`config.mk`:
```
export PLATFORM = sky130hd
export DESIGN_NAME = fifo_burst_reader
export DESIGN_NICKNAME = d
export VERILOG_FILES = /design/src/rtl/fifo_pkg.sv /design/src/rtl/fifo_skid_buf.sv /design/src/rtl/fifo_burst_reader.sv
export SDC_FILE = /design/constraint.sdc
export NUM_CORES = 1
export LEC_CHECK = 0
export BUFFER_PORTS_ARGS = -buffer_cell sky130_fd_sc_hd__buf_4
export CAP_MARGIN = 10
export CORE_MARGIN = 5
export CORE_UTILIZATION = 50
export DETAILED_ROUTE_END_ITERATION = 16
export GPL_TIMING_DRIVEN = 0
export HOLD_SLACK_MARGIN = 0.1
export PLACE_DENSITY = 0.74
export SYNTH_ARGS = -nofsm -noshare
export SYNTH_HDL_FRONTEND = slang
export SYNTH_SLANG_ARGS = --single-unit
```
`constraint.sdc`:
```
create_clock -name clk -period 2.9 [get_ports clk]
set_input_delay 0.725 -clock clk [delete_from_list [all_inputs] [get_ports clk]]
set_output_delay 0.725 -clock clk [all_outputs]
set_load 0.01 [all_outputs]
```
`src/rtl/fifo_pkg.sv`:
```
`default_nettype none
// ============================================================================
//  Module   : fifo_pkg
//  Purpose  : Shared types and constants for the FIFO read-side blocks.
//  Revision : 1.0  - initial release
// ============================================================================
package fifo_pkg;

    // Read controller states, explicitly encoded in two bits
    typedef enum logic [1:0] {
        IDLE  = 2'd0,
        RUN   = 2'd1,
        DRAIN = 2'd2
    } rd_state_e;

    // Output buffer depth and the width needed to count 0..depth
    localparam int unsigned c_BUF_DEPTH = 2;
    localparam int unsigned c_CNT_W     = $clog2(c_BUF_DEPTH + 1);

endpackage : fifo_pkg
`default_nettype wire

```
`src/rtl/fifo_skid_buf.sv`:
```
`default_nettype none
// ============================================================================
//  Module   : fifo_skid_buf
//  Purpose  : Two-entry registered FIFO-ordered buffer. The head entry drives
//             dout directly from a register, so nothing on din reaches dout
//             combinationally.
//  Revision : 1.0  - initial release
// ============================================================================
module fifo_skid_buf
    import fifo_pkg::*;
#(
    parameter int WIDTH = 9
) (
    input  logic               clk,
    input  logic               rst_,
    input  logic               push,
    input  logic [WIDTH-1:0]   din,
    input  logic               pop,
    output logic [WIDTH-1:0]   dout,
    output logic [c_CNT_W-1:0] count,
    input  logic               flush
);

    localparam logic [c_CNT_W-1:0] c_FULL  = c_CNT_W'(c_BUF_DEPTH);
    localparam logic [c_CNT_W-1:0] c_EMPTY = '0;
    localparam logic [c_CNT_W-1:0] c_ONE   = c_CNT_W'(1);

    logic [WIDTH-1:0]   r_head;
    logic [WIDTH-1:0]   r_tail;
    logic [c_CNT_W-1:0] r_count;
    logic               w_pop_ok;
    logic               w_push_ok;

    // A pop is only meaningful with data present; a push into a full buffer
    // is accepted only if a pop frees a slot in the same cycle.
    assign w_pop_ok  = pop && (r_count != c_EMPTY);
    assign w_push_ok = push && ((r_count != c_FULL) || w_pop_ok);

    assign dout  = r_head;
    assign count = r_count;

    // Entry storage and occupancy; flush empties the buffer but leaves data
    always_ff @(posedge clk or negedge rst_) begin
        if (!rst_) begin
            r_head  <= '0;
            r_tail  <= '0;
            r_count <= '0;
        end else if (flush) begin
            r_count <= '0;
        end else begin
            case ({w_push_ok, w_pop_ok})
                2'b10: begin
                    if (r_count == c_EMPTY) r_head <= din;
                    else                    r_tail <= din;
                    r_count <= r_count + c_ONE;
                end
                2'b01: begin
                    r_head  <= r_tail;
                    r_count <= r_count - c_ONE;
                end
                2'b11: begin
                    if (r_count == c_ONE) begin
                        r_head <= din;
                    end else begin
                        r_head <= r_tail;
                        r_tail <= din;
                    end
                end
                default: begin
                    r_count <= r_count;
                end
            endcase
        end
    end

endmodule : fifo_skid_buf
`default_nettype wire

```
`src/rtl/fifo_burst_reader.sv`:
```
`default_nettype none
// ============================================================================
//  Module   : fifo_burst_reader
//  Purpose  : Pops a programmed burst of words from a show-ahead FIFO and
//             presents them on a registered valid/ready stream, tagging the
//             final word with out_last.
//  Revision : 1.0  - initial release
// ============================================================================
module fifo_burst_reader
    import fifo_pkg::*;
#(
    parameter int DATA_WIDTH = 8,
    parameter int LEN_W      = 8
) (
    input  logic                  clk,
    input  logic                  rst_,
    input  logic                  start,
    input  logic [LEN_W-1:0]      burst_len,
    input  logic                  abort,
    input  logic                  fifo_empty,
    input  logic [DATA_WIDTH-1:0] fifo_dout,
    output logic                  fifo_rd_en,
    output logic                  out_valid,
    input  logic                  out_ready,
    output logic [DATA_WIDTH-1:0] out_data,
    output logic                  out_last,
    output logic                  busy,
    output logic                  done
);

    localparam logic [c_CNT_W-1:0] c_FULL    = c_CNT_W'(c_BUF_DEPTH);
    localparam logic [c_CNT_W-1:0] c_CNT_ONE = c_CNT_W'(1);
    localparam logic [LEN_W-1:0]   c_LEN_ONE = LEN_W'(1);

    rd_state_e             r_state;
    rd_state_e             w_state_nxt;
    logic [LEN_W-1:0]      r_remaining;
    logic                  r_done;
    logic                  w_done_nxt;
    logic                  w_rd_en;
    logic                  w_buf_pop;
    logic [c_CNT_W-1:0]    w_count;
    logic [DATA_WIDTH:0]   w_buf_din;
    logic [DATA_WIDTH:0]   w_buf_dout;

    // A word leaves the buffer whenever the consumer handshakes
    assign w_buf_pop = out_valid && out_ready;
    // The pop with one word remaining carries the last tag
    assign w_buf_din = {(r_remaining == c_LEN_ONE), fifo_dout};

    assign fifo_rd_en = w_rd_en;
    assign out_valid  = (w_count != '0);
    assign out_data   = w_buf_dout[DATA_WIDTH-1:0];
    assign out_last   = w_buf_dout[DATA_WIDTH];
    assign busy       = (r_state != IDLE);
    assign done       = r_done;

    // State register
    always_ff @(posedge clk or negedge rst_) begin
        if (!rst_) r_state <= IDLE;
        else       r_state <= w_state_nxt;
    end

    // Next state, pop strobe and done request; abort overrides everything
    always_comb begin
        w_state_nxt = r_state;
        w_rd_en     = 1'b0;
        w_done_nxt  = 1'b0;
        case (r_state)
            IDLE: begin
                if (!abort && start) begin
                    if (burst_len != '0) w_state_nxt = RUN;
                    else                 w_done_nxt  = 1'b1;
                end
            end
            RUN: begin
                if (abort) begin
                    w_state_nxt = IDLE;
                end else begin
                    // Independent of out_ready: the buffer absorbs one stall
                    w_rd_en = !fifo_empty && (r_remaining != '0) && (w_count < c_FULL);
                    if (w_rd_en && (r_remaining == c_LEN_ONE)) w_state_nxt = DRAIN;
                end
            end
            DRAIN: begin
                if (abort) begin
                    w_state_nxt = IDLE;
                end else if (w_buf_pop && (w_count == c_CNT_ONE)) begin
                    w_state_nxt = IDLE;
                    w_done_nxt  = 1'b1;
                end
            end
            default: begin
                w_state_nxt = IDLE;
            end
        endcase
    end

    // Words still to pop: loaded on start, decremented per pop, cleared on abort
    always_ff @(posedge clk or negedge rst_) begin
        if (!rst_) begin
            r_remaining <= '0;
        end else if (abort) begin
            r_remaining <= '0;
        end else if ((r_state == IDLE) && start && (burst_len != '0)) begin
            r_remaining <= burst_len;
        end else if (w_rd_en) begin
            r_remaining <= r_remaining - c_LEN_ONE;
        end
    end

    // Registered one-cycle completion pulse
    always_ff @(posedge clk or negedge rst_) begin
        if (!rst_) r_done <= 1'b0;
        else       r_done <= w_done_nxt;
    end

    fifo_skid_buf #(
        .WIDTH (DATA_WIDTH + 1)
    ) u_skid_buf (
        .clk   (clk),
        .rst_  (rst_),
        .push  (w_rd_en),
        .din   (w_buf_din),
        .pop   (w_buf_pop),
        .dout  (w_buf_dout),
        .count (w_count),
        .flush (abort)
    );

endmodule : fifo_burst_reader
`default_nettype wire

```
==> summary.md, run 1 <==
| Metric | Value |
|---|---|
| Gate power share | 0.426 |
| Switch Pwr | 607.4 uW |
| Fraction of registers with async set/reset | 1.000 |
| P_leak | 0.9365 nW |
| Crit path time final | 2.737 ns |
| Mean Syn Cell Area | 10.03 sq um |
| Largest net degree at the start of global routing | 32 |
| Number of global-route vias before repair | 1571 |
| Cell Int Power | 1.025 mW |
| Synthesis-to-finish area growth | 21.58% |
| First drt pass iteration count | 5 |
| Final nets | 241 |
| Routed WL per cell | 16.45 um |
| Cell variety after synth | 39 |
| Row count | 21 |
| Post-DRT Antenna Nets | 0 |
| Height of the die | 69.09 um |
| Layout cells sized above 1 | 0.3084 |
| Met3 usage | 0.05814 |
| Number of synthesized flops with an enable pin | 0 |
| Skew final | 0.009176 ns |
| Root cell of the clock tree | clkbuf_4 |
| Sequential Power Share | 0.412 |
| Hpwl dp | 2968 um |
| Synth top area share | 0.4444 |
| Drt via density | 5.996 |
| Filler cells | 309 |
| Post-Route Setup TNS | 0 ns |
| Reg2reg start | r_remaining[0] |
| Die area | 4773 sq um |
| Routed WL | 4277 um |
| RD Place Congestion | 0.8883 |
| Seq/Total Area, Yosys | 0.4444 |
| Busiest grt layer | met2 |
| Worst hold-check path type | input port to asynchronous set/reset pin |
| Peak Freq | 365.3 MHz |
| Clock share of power | 0.161 |
| CTS tree | yes |
| CP Max Fanout | 5 |
| Gr ovfl total | 0 |
| Drc violations | 0 |
| DR iter-0 viols | 143 |
| Area leader, netlist | dfrtp_1 |
| Final setup viols | 0 |
| CP endpoint kind | output port |
| Final worst path period share | 0.9439 |
| Core Util, Final | 0.6310 |
| Status | finished, final reports clean |
| Worst setup startpoint | r_remaining[0] |
| Worst-margin pin slew | 0.7956 ns |
| # IOs | 35 |
| RSZ-0062 raised after global routing | false |
| Met1 Use GR | 0.2479 |
| Max VDD drop | 0.0004574 V |
| Final hold violations | 0 |
| Dominant cells by area after synthesis | dfrtp_1 (44%), mux2_2 (7.1%), a31oi_1 (3.6%) |
| Synth Instances | 174 |
| Std-Cell Core Area | 3363 sq um |
| Arr. time, crit path | 2.01 ns |
| Clock Path Buffers | 2 |
| CTS Sinks | 31 |
| ANT cells | 0 |
| Total global-route track usage | 0.1890 |
| Synth Cell Area | 1745 sq um |
| Slew headroom | 0.4690 |
| Buffers on Ports | 33 |
| Ys Warns | 0 |
| Critical path type | flop to output port |
| Max-cap viol count | 0 |
| Number of CTS-inserted buffers | 5 |
| H-tree Lvls | 2 |
| Die Wd | 69.09 um |
| Synthesized flop and latch total | 31 |
| Sw frac | 0.3721 |
| Initial core utilization | 0.5190 |
| Max Transition Viols Final | 0 |
| Clk Latency, worst-skew pair | 0.34 ns |
| Initial antenna violation count | 0 |
| Startpoint type of the worst setup path | flop |
| Min Hold Slack | 0.2950 ns |
| Main flop type after synthesis | dfrtp_1 |
| Global-route wire length before repair | 7307 um |
| Vias after detailed routing | 1559 |
| Required @ worst endpoint | 2.17 ns |
| Synth Net Count | 201 |
| GR Util met2 | 0.2956 |
| P per Cell Area | 769.2 nW/um^2 |
| Clock transition at path regs | 0.10 ns |
[critical path: stages, from the launching register on]
cell	delay [ns]
dfrtp_1	0.41
inv_1	0.12
ha_2	0.21
or3b_2	0.53
o211ai_4	0.21
inv_1	0.06
buf_4	0.14
[sequential cells by signal, indices dropped and copies added (netlist names)]
name / cells
done: 1
u_skid_buf.r_tail: 9
r_remaining: 8
u_skid_buf.dout: 9
r_state: 2
u_skid_buf.count: 2
[power by group through the flow]
stage | Clock [mW] | Combinational [mW] | Sequential [mW]
floorplan | 0 | 0.412 | 0.687
global placement | 0 | 0.661 | 0.669
detailed placement | 0 | 0.684 | 0.679
CTS | 0.264 | 0.698 | 0.671
global route | 0.289 | 0.768 | 0.692
finish | 0.264 | 0.696 | 0.673
[cells by family (layout without fill, tap and decap cells)]
logic type / after synthesis / count (layout) / share of synthesized area
mux: 12 / 12 / 0.07670
fa+ha+maj: 5 / 5 / 0.03584
buf+inv: 20 / 60 / 0.05878
compound gates: 43 / 43 / 0.1742
flops: 31 / 31 / 0.4444
xor+xnor: 3 / 3 / 0.01506
simple gates: 60 / 60 / 0.1950
[stage by stage]
stage               instance area [sq um]  total power [mW]  setup slack, ns  cells
floorplan                            1745             1.099           0.5149    174
detailed placement                   2051             1.364           0.2385    253
finish                               2122             1.632           0.1627    260
global placement                     2051             1.330           0.2944    253
global route                         2122             1.749          0.06720    260
CTS                                  2123             1.632          0.07749    261
[Yosys cell counts (2+ instances only)]
library cell,n
a211oi_1,4
a21oi_1,2
a311oi_1,5
a31oi_1,10
buf_6,3
clkbuf_1,5
dfrtp_1,31
ha_1,5
inv_1,10
mux2_2,11
nand2_1,2
nand3_1,9
nand3b_1,2
nor2_1,15
nor2b_1,2
nor3_1,11
o2111a_1,2
o2111ai_1,2
o211ai_2,2
o21ai_0,12
o31ai_1,2
or2_2,2
or3_1,3
or3b_2,2
or4_1,5
xor2_1,2
[layer usage]
metal | share of wire | wire (um)
met1 | 0.44 | 1877
met2 | 0.49 | 2110
met3 | 0.047 | 199
met4 | 0.021 | 89
met5 | 0 | 0
[path summary, 6_finish.rpt]
check                           slack (ns)  depth (start not counted)              endpoint
worst max register to register        0.46                          8  u_skid_buf.r_tail[7]
min in group clk                      0.51                          1  u_skid_buf.r_tail[6]
worst min register to register        0.51                          1  u_skid_buf.r_tail[6]
worst max-delay path                  0.16                          6            fifo_rd_en
worst min-delay path                  0.30                          1        r_remaining[6]
max in group asynchronous             2.31                          1  u_skid_buf.r_tail[7]
[final cells by class]
| cell class | instances | area (sq um) | area share |
|---|---|---|---|
| inverter | 10 | 37.54 | 0.01769 |
| tap | 46 | 57.56 | 0.02712 |
| timing repair buffer | 34 | 255.2 | 0.1203 |
| multi-input combinational | 123 | 878.3 | 0.4139 |
| buffer | 9 | 61.31 | 0.02889 |
| clock buffer | 6 | 51.30 | 0.02417 |
| sequential | 31 | 775.7 | 0.3656 |
| clock inverter | 1 | 5.005 | 0.002358 |
[placed cells by master, fill, tap and decap left out, drive strengths merged, types with 3 or more instances in the layout]
master,netlist,routed
a211oi,4,4
a311oi,5,5
a31oi,10,10
buf,5,39
clkbuf,5,10
dfrtp,31,31
ha,5,5
inv,10,10
mux2,11,11
nand3,9,9
nor2,15,15
nor3,11,11
o21ai,12,12
or2,3,3
or3,3,3
or4,6,6
[timing repair]
item,in CTS,in global routing
setup buffers,1,0
hold buffers,0,0
endpoints found under the setup margin,1,1
gates resized for setup,1,1
pin swaps,1,0
No activity file was read; power rests on OpenSTA's default activity.
==> run 2, diff against run 1 <==
CORE_UTILIZATION = 49   (was 50)
PLACE_DENSITY = 0.75   (was 0.74)
clock period = 2.4 ns   (was 2.9 ns; I/O delays follow)
==> run 2 against run 1 <==
Against the previous run: sequential power up 20%; worst hold slack worse by 0.11 ns; combinational power up 24%; cell count up 1.9%; non-clock buffer count up 4; clock skew down 0.0034 ns; critical path type unchanged.
==> summary.md, run 2 (synthesis gave the netlist of run 1 again) <==
| Metric | Value |
|---|---|
| Hpwl dp | 2959 um (was 2968 um) |
| Worst setup startpoint | r_remaining[1] (was r_remaining[0]) |
| ANT cells | 0 (unchanged) |
| CTS Sinks | 31 (unchanged) |
| Max-cap viol count | 0 (unchanged) |
| Cell Int Power | 1.367 mW (was 1.025 mW) |
| First drt pass iteration count | 4 (was 5) |
| Post-Route Setup TNS | 0 ns (unchanged) |
| Required @ worst endpoint | 1.80 ns (was 2.17 ns) |
| Most frequent cells in the layout | buf_4 (39), dfrtp_1 (30), nor2_1 (15) (was buf_4 (35), dfrtp_1 (31), nor2_1 (15)) |
| Clk Latency, worst-skew pair | 0.33 ns (was 0.34 ns) |
| Gate power share | 0.411 (was 0.426) |
| Final hold violations | 0 (unchanged) |
| Worst hold-check path type | input port to asynchronous set/reset pin (unchanged) |
| P_leak | 0.9689 nW (was 0.9365 nW) |
| RSZ-0062 raised after global routing | true (was false) |
| Clock share of power | 0.205 (was 0.161) |
| R2r worst-path depth | 7 (was 8) |
| Row count | 21 (unchanged) |
| Core Util, Final | 0.6478 (was 0.6310) |
| Clock transition at path regs | 0.10 ns (about the same) |
| DR iter-0 viols | 120 (was 143) |
| Min Hold Slack | 0.1872 ns (was 0.2950 ns) |
| Synthesis-to-finish area growth | 25.81% (was 21.58%) |
| Final setup viols | 0 (unchanged) |
| Commonest non-fill, non-tap cell in the layout | buf_4 (unchanged) |
| Layout cells sized above 1 | 0.3425 (was 0.3084) |
| Peak Freq | 421.0 MHz |
| Status | finished, final reports clean (unchanged) |
| RD Place Congestion | 0.8032 (was 0.8883) |
| Skew final | 0.005809 ns (was 0.009176 ns) |
| Std-Cell Core Area | 3390 sq um (was 3363 sq um) |
| Height of the die | 69.69 um (was 69.09 um) |
| CP Max Fanout | 3 (was 5) |
| P per Cell Area | 955.9 nW/um^2 (was 769.2 nW/um^2) |
| Gr ovfl total | 0 (unchanged) |
| Most numerous cell on the critical path | inv_2 (was inv_1) |
| CP cell instances | inv_2 -> ha_4 -> or3b_4 -> o211ai_4 -> inv_2 -> buf_6 (was inv_1 -> ha_2 -> or3b_2 -> o211ai_4 -> inv_1 -> buf_4) |
| Routed WL | 4154 um (was 4277 um) |
| Crit path time final | 2.375 ns |
| Drt via density | 5.849 (was 5.996) |
| Largest net degree at the start of global routing | 32 (unchanged) |
| Slew headroom | 0.5039 (was 0.4690) |
| Initial antenna violation count | 0 (unchanged) |
| CTS tree | yes (unchanged) |
| Die Wd | 69.69 um (was 69.09 um) |
| Final worst path period share | 0.9898 |
| Die area | 4856 sq um (was 4773 sq um) |
| Max incr delay on CP | 0.42 ns (was 0.53 ns) |
| Cell Area, Placed | 2051 sq um (unchanged) |
| Placed insts | 253 (unchanged) |
| Number of global-route vias before repair | 1557 (was 1571) |
| Arr. time, crit path | 1.78 ns (was 2.01 ns) |
| Pre-CTS setup slack | -0.1442 ns (was 0.2385 ns) |
| Post-DRT Antenna Nets | 0 (unchanged) |
| Final worst setup slack | 0.02456 ns (was 0.1627 ns) |
| # IOs | 35 (unchanged) |
| Root cell of the clock tree | clkbuf_4 (unchanged) |
| Vias after detailed routing | 1550 (was 1559) |
| Total global-route track usage | 0.1744 (was 0.1890) |
| Design Area, Final | 2196 sq um (was 2122 sq um) |
| CP endpoint kind | output port (unchanged) |
| Number of CTS-inserted buffers | 5 (unchanged) |
| Final nets | 245 (was 241) |
| Initial core utilization | 0.5150 (was 0.5190) |
| Drc violations | 0 (unchanged) |
| Max VDD drop | 0.0005751 V (was 0.0004574 V) |
| Reg2reg start | r_remaining[1] (was r_remaining[0]) |
| Startpoint type of the worst setup path | flop (unchanged) |
| Non-Filler Instances | 265 (was 260) |
| Max Transition Viols Final | 0 (unchanged) |
| Worst-margin pin slew | 0.7434 ns (was 0.7956 ns) |
| Sw frac | 0.3489 (was 0.3721) |
| Switch Pwr | 732.3 uW (was 607.4 uW) |
| Power Total | 2.099 mW (was 1.632 mW) |
| Hold_buf cts | 0 (unchanged) |
| Global-route wire length before repair | 6989 um (was 7307 um) |
| Critical path type | flop to output port (unchanged) |
| CP max-delay cell | dfrtp_1 (was or3b_2) |
| Clock Path Buffers | 2 (unchanged) |
| H-tree Lvls | 2 (unchanged) |
| Buffers on Ports | 33 (unchanged) |
| Sequential Power Share | 0.384 (was 0.412) |
| Routed WL per cell | 15.68 um (was 16.45 um) |
==> run 2: routing by layer <==
metal	track usage	vias to the layer above	part of all wire
li1	-	740	-
met5	0	-	0
met1	0.2285	752	0.44
met2	0.2966	51	0.49
met3	0.03478	7	0.060
met4	0.04043	0	0.0079
==> run 2: what timing repair did <==
item                                    in CTS  in global routing
setup buffers                                5                  1
pin swaps                                    1                  2
resized for setup                            5                  4
endpoints found under the setup margin      11                  4
==> run 2: worst max-delay path: cells and delay by family (launching register included) <==
family                     cells  cell delay, ns
adders and majority gates      1            0.14
AOI/OAI and AO/OA              1            0.23
and+or+nand+nor                1            0.40
DFF                            1            0.42
buffers and inverters          3            0.27
==> run 2: area by class of cell <==
| cell class | count | area [sq um] |
|---|---|---|
| Fill cell | 275 | 1194 |
| Multi-Input combinational cell | 123 | 890.9 |
| Sequential cell | 31 | 777.0 |
| Timing Repair Buffer | 39 | 296.5 |
| Tap cell | 46 | 57.56 |
| Clock buffer | 6 | 51.30 |
| Buffer | 8 | 50.05 |
| Inverter | 10 | 37.54 |
| Clock inverter | 2 | 35.03 |
==> run 2: path summary, 6_finish.rpt <==
| check | end | slack, ns |
|---|---|---|
| setup / recovery | fifo_rd_en | 0.02 |
| hold / removal | u_skid_buf.count[0] | 0.19 |
| setup reg to reg | u_skid_buf.dout[5] | 0.15 |
| hold reg to reg | u_skid_buf.r_tail[0] | 0.52 |
| max in group asynchronous | r_remaining[4] | 1.91 |
| min in group clk | u_skid_buf.r_tail[0] | 0.50 |
==> run 2: power groups by stage <==
stage          logic, mW  registers [mW]  clock network (mW)
2_1_floorplan      0.498           0.830                   0
5_1_grt            0.958           0.823               0.458
6_report           0.863           0.806               0.430
3_5_place_dp       0.822           0.820                   0
4_1_cts            0.850           0.803               0.435
3_3_place_gp       0.798           0.806                   0
